`src/rtl/uart_rx_fifo.sv`:
```
// uart_rx_fifo: 8N1 receiver sampled on a 4x baud strobe, feeding a NUM-deep byte FIFO.
module uart_rx_fifo #(
    parameter int NUM  = 8,
    parameter int BITS = 3
) (
    input  logic            clk,
    input  logic            reset,
    input  logic            baud_x4,
    input  logic            serial,
    output logic [7:0]      data,
    output logic            data_valid,
    input  logic            data_read,
    output logic [BITS:0]   count,
    output logic            overflow,
    output logic            framing_error
);
    localparam logic [2:0] IDLE  = 3'd0;
    localparam logic [2:0] START = 3'd1;
    localparam logic [2:0] DATA  = 3'd2;
    localparam logic [2:0] STOP  = 3'd3;
    localparam logic [2:0] BRK   = 3'd4;

    logic [1:0]      sync_q;
    logic [2:0]      state_q, state_d;
    logic [1:0]      phase_q, phase_d;
    logic [2:0]      bit_q, bit_d;
    logic [7:0]      shift_q, shift_d;
    logic [7:0]      mem_q [NUM];
    logic [BITS-1:0] wr_q, rd_q;
    logic [BITS:0]   count_q, count_d;
    logic            ovf_q, ovf_d, fe_q, fe_d;
    logic            rx, push, pop, full, wr_en;

    assign rx = sync_q[1];

    always_comb begin
        state_d = state_q;
        phase_d = phase_q;
        bit_d   = bit_q;
        shift_d = shift_q;
        push    = 1'b0;
        fe_d    = 1'b0;
        if (baud_x4) begin
            phase_d = phase_q + 2'd1;
            case (state_q)
                IDLE: if (!rx) begin
                    state_d = START;
                    phase_d = 2'd0;
                end
                START: if (phase_q == 2'd1) begin
                    state_d = rx ? IDLE : DATA;
                    phase_d = 2'd0;
                    bit_d   = 3'd0;
                end
                DATA: if (phase_q == 2'd3) begin
                    shift_d[bit_q] = rx;
                    bit_d          = bit_q + 3'd1;
                    state_d        = (bit_q == 3'd7) ? STOP : DATA;
                end
                STOP: if (phase_q == 2'd3) begin
                    push    = rx;
                    fe_d    = !rx;
                    state_d = rx ? IDLE : BRK;
                end
                default: state_d = rx ? IDLE : BRK;
            endcase
        end
    end

    // A push at full still lands when the same edge frees a slot.
    assign pop     = data_read && (count_q != '0);
    assign full    = count_q == (BITS+1)'(NUM);
    assign wr_en   = push && (!full || pop);
    assign ovf_d   = push && full && !pop;
    assign count_d = count_q + (BITS+1)'(wr_en) - (BITS+1)'(pop);

    always_ff @(posedge clk) begin
        if (reset) begin
            sync_q  <= 2'b11;
            state_q <= IDLE;
            phase_q <= '0;
            bit_q   <= '0;
            shift_q <= '0;
            wr_q    <= '0;
            rd_q    <= '0;
            count_q <= '0;
            ovf_q   <= 1'b0;
            fe_q    <= 1'b0;
        end else begin
            sync_q  <= {sync_q[0], serial};
            state_q <= state_d;
            phase_q <= phase_d;
            bit_q   <= bit_d;
            shift_q <= shift_d;
            wr_q    <= wr_q + BITS'(wr_en);
            rd_q    <= rd_q + BITS'(pop);
            count_q <= count_d;
            ovf_q   <= ovf_d;
            fe_q    <= fe_d;
        end
    end

    always_ff @(posedge clk) begin
        if (wr_en) mem_q[wr_q] <= shift_q;
    end

    assign data          = mem_q[rd_q];
    assign data_valid    = count_q != '0;
    assign count         = count_q;
    assign overflow      = ovf_q;
    assign framing_error = fe_q;
endmodule

```
`config.mk`:
```
export PLATFORM = sky130hd
export DESIGN_NAME = uart_rx_fifo
export DESIGN_NICKNAME = d
export VERILOG_FILES = /design/src/rtl/uart_rx_fifo.sv
export SDC_FILE = /design/constraint.sdc
export NUM_CORES = 1
export LEC_CHECK = 0
export ABC_AREA = 1
export BUFFER_PORTS_ARGS = -buffer_cell sky130_fd_sc_hd__buf_4
export CORE_ASPECT_RATIO = 1.2
export CORE_MARGIN = 4
export CORE_UTILIZATION = 35
export CTS_CLUSTER_SIZE = 28
export DETAILED_ROUTE_END_ITERATION = 8
export PLACE_DENSITY = 0.54
export SETUP_SLACK_MARGIN = 0.1
export SLEW_MARGIN = 20
export SYNTH_ARGS = -nofsm -noshare
export SYNTH_HDL_FRONTEND = slang
export SYNTH_SLANG_ARGS = --single-unit
```
`constraint.sdc`:
```
create_clock -name clk -period 2.6 [get_ports clk]
set_input_delay 0.39 -clock clk [delete_from_list [all_inputs] [get_ports clk]]
set_output_delay 0.39 -clock clk [all_outputs]
set_load 0.02 [all_outputs]
```
# [Yosys cells after proc, flatten, opt, wreduce, memory -nomap -nowiden]
# Memory sizes are Yosys's and may differ from the RTL's. A register that Yosys moved wholly into a read port is not among the register bits.
# Cells that the tools add are included.
[word_totals] regBits=30 ramBits=64 in_bits=5 output_inout_bits=15 word_cells=72 memories=1
[memory_table] name="mem_q" depth=8 word_bits=8 rd=1 rd_clocked_by_memory_dff=1 write_ports=1 line="28" source="logic [7:0] mem_q [NUM];"
[op_classes] addsub=6 magnitude_cmp=2 n_eq_ne=11 muxes=23 bitwise=3 n_reduce_logical=16
[ops] cell="two-way mux 3 bit" n=8
[ops] cell="one-hot mux 3 bit (4 select lines)" n=1
[ops] cell="bitwise mux 8 bit" n=1
[ops] cell="inequality test 2 bit (second input constant)" n=4
[ops] cell="two-way mux 1 bit" n=7
[ops] cell="adder 3 x 1 -> 3 bit" n=2
[ops] cell="== test 3 x 2 -> 1 bit (second input constant)" n=2
[ops] cell="two-way mux 2 bit" n=3
[ops] cell="one-hot mux 3 bit (2 select lines)" n=1
[ops] cell="logical AND 1 bit" n=5
[ops] cell="AND reduction 5 bit" n=1
[ops] cell="adder 4 x 1 -> 4 bit" n=1
[ops] cell="== test 4 bit (second input constant)" n=1
[ops] cell="less-than comparator 3 x 4 -> 1 bit (second input constant)" n=1
[ops] cell="one-hot mux 2 bit (2 select lines)" n=1
[ops] cell="AND reduction 4 bit" n=1
[ops] cell="nonzero test 4 bit" n=1
[ops] cell="OR reduction 4 bit" n=1
[ops] cell="subtractor 4 x 1 -> 4 bit" n=1
[ops] cell="adder 3 x 1 -> 3 bit (second input constant)" n=1
[ops] cell="demux 1 bit (select 3 bit)" n=1
[ops] cell="== test 3 x 1 -> 1 bit (second input constant)" n=1
[ops] cell="== test 3 bit (second input constant)" n=1
[ops] cell="greater-or-equal comparator 3 x 1 -> 1 bit (second input constant)" n=1
[ops] cell="9 further kinds" n=13

# [Depth between registers and ports, before layout]
[depth] ltp_word=7 ltp_mapped=13 ltp_nobuf=13

# [Worst setup path after synthesis]
# Ideal clock, no wire load.
[synth_path] path_kind="reg2reg" startpoint="reg count_q[2] (netlist: count[2])" endpoint="reg count_q[2] (netlist: count[2])" setup_time_ps=128 t_arrival_ps=2254 t_required_ps=2472 setup_slack_ps=219 path_stages_with_launch=13 path_buffers=0 synth_period_minus_slack_ps=2381 path_cell_list="dfxtp_1 > inv_1 > ha_1 > o211ai_1 > and2_4 > inv_1 > ha_1 > inv_1 > ha_1 > inv_1 > fa_1 > xor2_1 > nor2_1"
[synth_via] elab_chain_cells=6 word_cells_on_any_way=8 classes_between="add/sub: 2; eq/ne: 1; reduce/logical: 5"
[synth_rtl] element="start: declaration" line="30" source="logic [BITS:0] count_q, count_d;"
[synth_rtl] element="start signal: assignment" line="97" source="count_q <= count_d;"
[synth_rtl] element="== test 4 bit or nonzero test 4 bit (tied branches)" line="72, 71"
[synth_rtl] element="logical NOT 1 bit or logical AND 1 bit (tied branches)" line="73, 71"
[synth_rtl] element="logical OR 1 bit" line="73" source="assign wr_en = push && (!full || pop);"
[synth_rtl] element="logical AND 1 bit" line="73"
[synth_rtl] element="adder 4 x 1 -> 4 bit" line="75" source="assign count_d = count_q + (BITS+1)'(wr_en) - (BITS+1)'(pop);"
[synth_rtl] element="subtractor 4 x 1 -> 4 bit (*)" line="75"
# Mark *: on every way between the ends. The rest lies on a longest branch, timed or not.
# A chain may end at the register's enable or synchronous reset.

# [Final worst setup path]
# Ends and elaborated chain as after synthesis.

==> metrics list <==
- Counting flops and latches in the post-synthesis netlist gives 94.
- Clock tree from TritonCTS: done
* Fill cells: about 1.1k
* Origin of the critical flop-to-flop path: count[2]
- Entering global routing, the biggest net connects 34 pins.
- The clock passes through at most 2 buffers.
* Worst-path clk slew: about 0.06 ns
- The floorplan step set the die height to roughly 130 um.
- Area Growth Syn to Fin: 17.3%
* Peak Freq: ~440 MHz
* Worst clock skew: around 0.0045 ns
- After synthesis the cells add up to a little over 4000 um^2.
- Cell type with the highest occurrence count on the critical path: sky130_fd_sc_hd__inv_1
- Data arrives at the worst endpoint at around 2.5 ns.
* First-pass GRT wire length: between 10 and 15 mm
* Antenna cell count: 0
- Leaving out fill and tap cells, the most frequent cell in the layout is sky130_fd_sc_hd__nor2_1.
- In this run the power spent charging and discharging nets is roughly 0.0016 W.
- Across the VDD grid, the largest voltage drop is roughly 0.00044 V.
- Launching element type of the critical path: flip-flop
- Critical path type: flip-flop to flip-flop
- Detail Placement HPWL: approximately 5.4 mm
- Total global routing track utilization: around an eighth
- Detailed-routing wirelength on met1: ~3.7 mm
- Slew of the pin with the lowest slew margin: approximately 0.5 ns
* Worst-skew pair later-pin latency: between 0.3 and 0.4 ns
- The initial antenna violation count came to 0.
- In the routed design, unresolved DRC markers number 0.
- At the end of the flow, the number of nets in the layout was approximately 470.
- Average via count per standard cell: between 4 and 5
* Fin crit share: around 87%
- Outcome: complete, no violations
* Effective utilization at floorplan: 35.8%
- The clock tree synthesis step divided the H-tree into 3 levels.
* # setup viols final: 0
- Core Footprint: between 10,000 and 15,000 um^2
* Clock Power Share: a little under 30%
- The biggest area contributor in the post-synthesis netlist is sky130_fd_sc_hd__edfxtp_1.
* Max_slew headroom: 65.8%
* Detailed Route Iter0 Violations: 135
* WHS: around 0.23 ns
- Synthesis produced a netlist whose cell count is 419.
* Crit path capture type: flip-flop
* # IOs: 20
* Most frequent cells in the layout: 97 x sky130_fd_sc_hd__nor2_1, 64 x sky130_fd_sc_hd__edfxtp_1, 63 x sky130_fd_sc_hd__nand2_1, 47 x sky130_fd_sc_hd__o21ai_0, 33 x sky130_fd_sc_hd__buf_4
- Relative contribution of sequential cells to total power: approximately two fifths
- The startpoint identified for the worst hold timing path is serial.
- In the final routed layout, each cell accounts on average for about 13 um.
* Total negative slack for setup checks: 0 ns
- Grouping stages by cell kind, the critical path spends the most delay in adder cells.
- Across the run, the number of max-cap violations was 0.
- Yosys printed 0 warnings.
* Post-layout minimum cycle time: ~2.3 ns
* Count of antenna-violating nets left after detailed routing: 0
- The final number of max-transition violations is 0.
- # rows: 43
- Fraction of power spent switching nets: about a third
- Summed over all layers, the routed wires come to about 8.1 mm.
- Overall power consumption: ~0.0047 W
- The clock drives between 90 and 100 sinks.
- Together, buffers and inverters on the worst path number 4.
- In the detailed route, the total length drawn on met2 is between 4 and 5 mm.
- Min-delay worst type: input port to flip-flop
- CP startpoint: count[2]
- Required time of the worst setup path: about 2.8 ns
- Clock buffer count from CTS: 9
- Vias in the first global route: between 2k and 3k
* Per-instance average area after synthesis: just under 10 um^2
- The die covers ~14,000 um^2.
- Number of optimization iterations in the first detailed-route pass: 4
* Cell leakage power: 1.77 nW
- Traced cell by cell, the critical path runs through inv_1 -> ha_2 -> o211ai_1 -> and2_4 -> inv_1 -> ha_1 -> inv_1 -> ha_1 -> inv_1 -> fa_1 -> xor2_1 -> nor2_1.
- Count of final hold-check violations: 0
* Cell types with the largest area share after synthesis: sky130_fd_sc_hd__edfxtp_1 47%, sky130_fd_sc_hd__dfxtp_1 15%, sky130_fd_sc_hd__nor2_1 8.8%
- Core Util, Final: 41.9%
* Via Count: between 2k and 3k
- Setup repair after global routing left no endpoint under its margin.
- Max incr delay on CP: 0.37 ns
* Area share of the leading cell type in the synthesized netlist: between 40% and 50%
- On the critical path, the stage with the largest delay is an instance of sky130_fd_sc_hd__fa_1.
* Root buffer cell: sky130_fd_sc_hd__clkbuf_16
- Port buffering added 19 buffers.
- Met3 wire length: 251 um
- From left edge to right edge, the die measures 107 um.
* Synth unique cells: 33
* Top routing layer in use: met4
- The number of nets in the synthesized netlist is 440.
- After global routing the overflow that remains totals 0.
* Final estimated routing congestion in global placement: about 0.78
* Pwr Density: ~970 nW/um^2
- Worst-path fanout max: 3
- Internal power comes to a little over 0.003 W.
- Combinational logic is responsible for about a third of the overall power.
- Post-synthesis sequential area ratio: slightly above 60%
- Of the cells placed in the final design, the portion with a size suffix greater than 1 is between 10% and 20%.
[power by group through the flow]
| stage | sequential [W] | combinational [W] | clock (W) |
|---|---|---|---|
| floorplan | 0.00184 | 0.00106 | 0 |
| global route | 0.00182 | 0.00174 | 0.00148 |
| CTS | 0.00179 | 0.00153 | 0.00141 |
| finish | 0.00180 | 0.00151 | 0.00138 |
| detailed placement | 0.00183 | 0.00152 | 0 |
| global placement | 0.00182 | 0.00150 | 0 |
[cell families (layout without fill, tap and decap cells)]
logic type      Yosys count  count (layout)  synth area share [%]
compound gates           65              65                  8.09
xor+xnor                  3               3                 0.638
fa+ha+maj                16              16                  5.05
buf+inv                  44              80                  4.19
flops                    94              94                  61.3
simple gates            197             197                  20.8
[layer usage]
metal  vias to the layer above  GRT usage, %
met1                      1354          16.1
li1                       1457             -
met5                         -             0
met3                         7          2.80
met2                        31          21.3
met4                         0          6.85
[Yosys cell counts]
cell type and n:
sky130_fd_sc_hd__a21o_1 1, sky130_fd_sc_hd__a21oi_1 5, sky130_fd_sc_hd__a31oi_1 2, sky130_fd_sc_hd__and2_4 1
sky130_fd_sc_hd__buf_1 1, sky130_fd_sc_hd__buf_2 3, sky130_fd_sc_hd__buf_4 1, sky130_fd_sc_hd__clkbuf_1 8
sky130_fd_sc_hd__dfxtp_1 30, sky130_fd_sc_hd__edfxtp_1 64, sky130_fd_sc_hd__fa_1 1, sky130_fd_sc_hd__ha_1 15
sky130_fd_sc_hd__inv_1 29, sky130_fd_sc_hd__inv_2 2, sky130_fd_sc_hd__nand2_1 63, sky130_fd_sc_hd__nand2_2 4
sky130_fd_sc_hd__nand2_4 3, sky130_fd_sc_hd__nand3_1 11, sky130_fd_sc_hd__nand3_2 2, sky130_fd_sc_hd__nand3b_1 1
sky130_fd_sc_hd__nand4_1 1, sky130_fd_sc_hd__nor2_1 97, sky130_fd_sc_hd__nor2_2 1, sky130_fd_sc_hd__nor2_4 2
sky130_fd_sc_hd__nor3_1 6, sky130_fd_sc_hd__nor3_2 2, sky130_fd_sc_hd__nor4_1 1, sky130_fd_sc_hd__o211ai_1 1
sky130_fd_sc_hd__o21ai_0 47, sky130_fd_sc_hd__o21ai_1 9, sky130_fd_sc_hd__or2_2 2, sky130_fd_sc_hd__xnor2_1 2
sky130_fd_sc_hd__xor2_1 1
[worst paths after layout]
kind | to | slack [ns] | depth (start not counted)
max | count[2] | 0.33 | 12
min reg2reg | sync_q[1] | 0.41 | 1
max reg2reg | count[2] | 0.33 | 12
min | sync_q[0] | 0.23 | 2
[metrics by stage]
step                      setup slack [ns]  instances  instance area, um^2
after global placement               0.233        595                 4500
after floorplan                      0.219        419                 4120
after detailed placement             0.198        595                 4500
final                                0.332        612                 4830
after global routing                 0.116        612                 4830
after CTS                            0.181        611                 4810
[area by class of cell]
cell class | count | area [um^2] | area share (%)
Clock buffer | 10 | 229 | 4.74
Clock inverter | 6 | 86.3 | 1.79
Inverter | 31 | 116 | 2.41
Multi-Input combinational cell | 281 | 1430 | 29.5
Sequential cell | 94 | 2520 | 52.3
Tap cell | 157 | 196 | 4.07
Timing Repair Buffer | 33 | 248 | 5.13
[repair_timing]
action | CTS | global route
hold buffers | 0 | 0
resized for setup | 0 | 4
buffers inserted | 0 | 1
endpoints found under the setup margin | 0 | 3
[flip-flops by register name (all words and copies together) (netlist names)]
register and cells:
bit_q 3, count 4, framing_error 1, mem_q 64, overflow 1, phase_q 2
rd_q 3, shift_q 8, state_q 3, sync_q 2, wr_q 3
Note: power is estimated with default switching activity, not from simulation.
